File: src/rtl/trng_req_arbiter.sv
// Round-robin arbiter and read sequencer sharing the TRNG word FIFO among N_REQ cores.
// Each grant reads WORDS back-to-back words and delivers one BLOCK_SIZE-bit block via valid/ready.
module trng_req_arbiter #(
  parameter int BLOCK_SIZE = 128,
  parameter int Dbw        = 32,
  parameter int N_REQ      = 2
) (
  input  logic                  clk,
  input  logic                  reset_n,
  input  logic [N_REQ-1:0]      req,
  output logic [N_REQ-1:0]      gnt,
  output logic [BLOCK_SIZE-1:0] blk_out,
  output logic                  blk_valid,
  input  logic [N_REQ-1:0]      blk_ready,
  output logic                  mem_read,
  output logic                  mem_ren,
  input  logic [Dbw-1:0]        mem_out,
  input  logic                  mem_valid,
  output logic                  busy
);

  localparam int WORDS = BLOCK_SIZE / Dbw;
  localparam int CNT_W = (WORDS > 1) ? $clog2(WORDS) : 1;
  localparam int IDX_W = (N_REQ > 1) ? $clog2(N_REQ) : 1;

  typedef enum logic [2:0] {IDLE, WAIT, READ, LAST, DONE} state_t;

  state_t             state, state_d;
  logic [N_REQ-1:0]   gnt_d;
  logic [IDX_W-1:0]   gnt_idx, gnt_idx_d;
  logic [IDX_W-1:0]   last_gnt, last_gnt_d;
  logic [CNT_W-1:0]   rd_cnt, rd_cnt_d;
  logic [CNT_W-1:0]   wr_cnt;
  logic               rd_d;
  logic               pick_valid;
  logic [IDX_W-1:0]   pick_idx;
  logic [IDX_W-1:0]   cand;

  // Descending scan: the last hit wins, i.e. the first set bit upward from last_gnt+1.
  always_comb begin
    // NOTE: every combinational output gets a default first so no path leaves it unassigned (no latch).
    pick_valid = 1'b0;
    pick_idx   = '0;
    cand       = '0;
    for (int i = N_REQ; i >= 1; i--) begin
      cand = IDX_W'((int'(last_gnt) + i) % N_REQ);
      if (req[cand]) begin
        pick_valid = 1'b1;
        pick_idx   = cand;
      end
    end
  end

  always_comb begin
    state_d    = state;
    gnt_d      = gnt;
    gnt_idx_d  = gnt_idx;
    last_gnt_d = last_gnt;
    rd_cnt_d   = rd_cnt;
    unique case (state)
      IDLE: if (pick_valid) begin
        gnt_d           = '0;
        gnt_d[pick_idx] = 1'b1;
        gnt_idx_d       = pick_idx;
        state_d         = WAIT;
      end
      WAIT: begin
        if (!req[gnt_idx]) begin
          gnt_d   = '0;
          state_d = IDLE;
        end else if (mem_valid) begin
          rd_cnt_d = '0;
          state_d  = READ;
        end
      end
      READ: begin
        rd_cnt_d = rd_cnt + CNT_W'(1);
        if (rd_cnt == CNT_W'(WORDS - 1)) state_d = LAST;
      end
      LAST: state_d = DONE;
      DONE: if (blk_ready[gnt_idx]) begin
        last_gnt_d = gnt_idx;
        gnt_d      = '0;
        state_d    = IDLE;
      end
      default: begin
        gnt_d   = '0;
        state_d = IDLE;
      end
    endcase
  end

  // NOTE: sequential state uses non-blocking assignments so every register samples pre-edge values.
  always_ff @(posedge clk or negedge reset_n) begin
    if (!reset_n) begin
      state    <= IDLE;
      gnt      <= '0;
      gnt_idx  <= '0;
      last_gnt <= IDX_W'(N_REQ - 1);
      rd_cnt   <= '0;
    end else begin
      state    <= state_d;
      gnt      <= gnt_d;
      gnt_idx  <= gnt_idx_d;
      last_gnt <= last_gnt_d;
      rd_cnt   <= rd_cnt_d;
    end
  end

  // FIFO data is registered, so word k lands one cycle after its strobe (tracked by rd_d).
  always_ff @(posedge clk or negedge reset_n) begin
    if (!reset_n) begin
      // NOTE: the block register is reset because blk_out must read zero out of reset, unlike a plain data buffer.
      blk_out <= '0;
      rd_d    <= 1'b0;
      wr_cnt  <= '0;
    end else begin
      rd_d <= mem_read;
      if (state == WAIT) begin
        wr_cnt <= '0;
      end else if (rd_d) begin
        blk_out[int'(wr_cnt) * Dbw +: Dbw] <= mem_out;
        wr_cnt <= wr_cnt + CNT_W'(1);
      end
    end
  end

  assign mem_read  = (state == READ);
  assign mem_ren   = mem_read;
  assign blk_valid = (state == DONE);
  assign busy      = (state != IDLE);

endmodule

File: config.mk
export PLATFORM = sky130hd
export DESIGN_NAME = trng_req_arbiter
export DESIGN_NICKNAME = d
export VERILOG_FILES = /design/src/rtl/trng_req_arbiter.sv
export SDC_FILE = /design/constraint.sdc
export NUM_CORES = 1
export LEC_CHECK = 0
export BUFFER_PORTS_ARGS = -buffer_cell sky130_fd_sc_hd__buf_2
export CORE_MARGIN = 2
export CORE_UTILIZATION = 52
export DETAILED_ROUTE_END_ITERATION = 12
export GPL_ROUTABILITY_DRIVEN = 0
export HOLD_SLACK_MARGIN = 0.03
export PLACE_DENSITY = 0.8
export REMOVE_ABC_BUFFERS = 1
export SYNTH_ARGS = -nofsm -noshare
export SYNTH_HDL_FRONTEND = slang
export SYNTH_SLANG_ARGS = --single-unit
File: constraint.sdc
create_clock -name clk -period 3 [get_ports clk]
set_clock_uncertainty 0.1 [all_clocks]
set_input_delay 0.6 -clock clk [delete_from_list [all_inputs] [get_ports clk]]
set_output_delay 0.6 -clock clk [all_outputs]
set_load 0.005 [all_outputs]
==> results.txt <==
Yosys warnings - 0
largest family of logic cells by synthesized area - multiplexers
DP Area - 7310 µm²
PortBufs - 172
mapped cell area - 6210 µm²
mux cell area share after synthesis - 0.160
Pre-Repair DR Iteration Count - 5
dominant synthesized flop cell - dfrtp_1
compound-gate portion of the synthesized area - 0.0689
Post-synth EDFFs - 0
WS Path Type - reg2out
Fillers - 846
Final Critical Period - 2.47 ns
Reg area - 3500 µm²
max cap viols - 0
final setup fails - 0
GRT Util Overall - 0.252
leading cell type in the layout, fill and taps excluded - buf_2
synthesized instance count - 595
multi-input logic area - 2210 µm²
share of cells above drive strength 1 - 0.283
DR iter-0 viols - 339
Via density - 5.22
initial antenna violation count - 0
worst slew pin tran - 0.644 ns
HP Class - in2reg
Final Hold Slack - 0.353 ns
most frequent cells in the layout - buf_2, dfrtp_1, nand2_1
number of global-route vias before repair - 4857
clk sinks - 140
final worst path period share - 0.825
PwrDens - 902 nW/µm²
DIE WIDTH - 113 µm
Seq cells post-synth - 140
diode count - 0
Lkg Pwr - 4.26 nW
CP Max Fanout - 13
RSZ-0062 raised after global routing - no
drt total wl - 15.5 mm
Final Hold Fails - 0
HPWL Detailed - 10.8 mm
IO Pins - 173
clock root buffer - clkbuf_16
die area - 12800 µm²
Synth Area in Simple Gates - 0.109
Critical Path AT - 1.77 ns
Vias - 4811
share of synthesized flip-flops with an asynchronous set or reset - 1.00
Initial Utilization - 0.539
Max Buffers Root-to-Sink - 2
Clock Latency Late Sink - 0.41 ns
worst rel slew slack - 0.570
critical path data required time - 2.30 ns
setup TNS - 0 ns
antenna viol nets, final - 0
Yosys cell types - 36
WL per Instance - 16.8 µm
Final nets - 815
Max Freq - 404 MHz
Worst Setup SP - state[2]$_DFFE_PN0P_
Synth Area in Adders - 0.0121
CTS H-Tree Depth - 4
TritonCTS Buffers - 17
Area Growth Syn to Fin - 26.2%
syn_area_per_cell - 10.4 µm²
hold path start - mem_out[1]
CTS tree - done
row count - 39
VDD IR max - 0.484 mV
Die Y - 113 µm
Design Area, Final - 7840 µm²
CP Capture Type - output port
reg2reg start - wr_cnt[0]$_DFFE_PN0P_
first-pass GRT wire length - 25.2 mm
status - complete, no violations
Post-Synth XOR/XNOR Area - 0.00141
max-slew violations - 0
core footprint - 11500 µm²
final global-route overflow total - 0
Worst setup SP type - flop
largest net degree at the start of global routing - 72
register area share after synthesis - 0.564
DRC viols - 0
Worst-path clk slew - 0.06 ns
==> worst max-delay path: stages (launching register included) <==
cell     delay (ns)
dfrtp_1        0.58
nor3b_1        0.57
buf_2          0.22
==> kinds of logic after synthesis <==
family	Yosys count
and+or+nand+nor	149
DFF	140
buffers and inverters	134
muxes	99
AOI/OAI and AO/OA	66
adders and majority gates	6
xor gates and xnor gates	1
==> Yosys cell counts, types with 2 or more instances <==
master    number  share of area
mux2i_1       99           0.16
clkbuf_1      21          0.013
a21oi_1        5         0.0040
nor2b_1        2         0.0020
nor2_1         3         0.0018
dfrtp_1      139           0.56
a22o_1        19          0.027
o211ai_1       4         0.0048
nor3_1         4         0.0032
o21ai_0       27          0.022
nand2_1      118          0.071
nand3_1        5         0.0040
o21ai_1        5         0.0040
ha_1           6          0.012
nor3b_1        4         0.0048
or3b_1         2         0.0028
buf_2          9         0.0073
nand2b_1       4         0.0040
inv_1        102          0.062
==> area by class of cell <==
class	instances	share of cell area
clock buffers	24	0.0615
clock inverters	3	0.00511
inverters	102	0.0488
multi-input cells	321	0.282
flip-flops and latches	140	0.447
well taps	143	0.0228
repair buffers	188	0.133
==> final timing paths <==
kind | slack, ns | to | depth (start not counted)
setup / recovery | 0.53 | blk_valid | 2
hold / removal | 0.35 | blk_out[33]$_DFFE_PN0P_ | 2
setup reg to reg | 0.59 | blk_out[52]$_DFFE_PN0P_ | 6
hold reg to reg | 0.40 | blk_out[61]$_DFFE_PN0P_ | 1
max in group asynchronous | 1.46 | blk_out[92]$_DFFE_PN0P_ | 3
min in group asynchronous | 0.54 | blk_out[11]$_DFFE_PN0P_ | 2
==> stage by stage <==
stage           util  power (mW)  worst slack (ns)  std cells
2_1_floorplan      -        4.04            -0.276        563
3_3_place_gp   0.635        5.06             0.704        893
3_5_place_dp   0.635        5.20             0.605        893
4_1_cts        0.681        7.12             0.497        921
5_1_grt        0.681        7.51             0.373        921
6_report       0.681        7.07             0.526        921
==> routing by layer <==
layer	GRT usage	share of wire	vias up
met5	0	0	-
met4	0.0943	0.020	0
met3	0.0611	0.056	27
met2	0.422	0.50	166
met1	0.319	0.42	2364
li1	-	-	2254
==> state kept, by name (all words and copies together), names as in the netlist <==
signal / count
blk_out: 128
gnt: 2
gnt_idx: 1
last_gnt: 1
rd_cnt: 2
rd_d: 1
state: 3
wr_cnt: 2
==> power breakdown <==
group          internal [mW]  switching [mW]
Combinational           1.01            1.27
Clock                   1.18           0.717
Sequential              2.47           0.420
==> timing repair <==
item / in CTS / in global routing
hold endpoints to repair: 30 / 0
buffers inserted: 0 / 0
hold buffers: 1 / 0
endpoints found under the setup margin: 0 / 0
gates resized for setup: 0 / 0
Note: power is estimated with default switching activity, not from simulation.
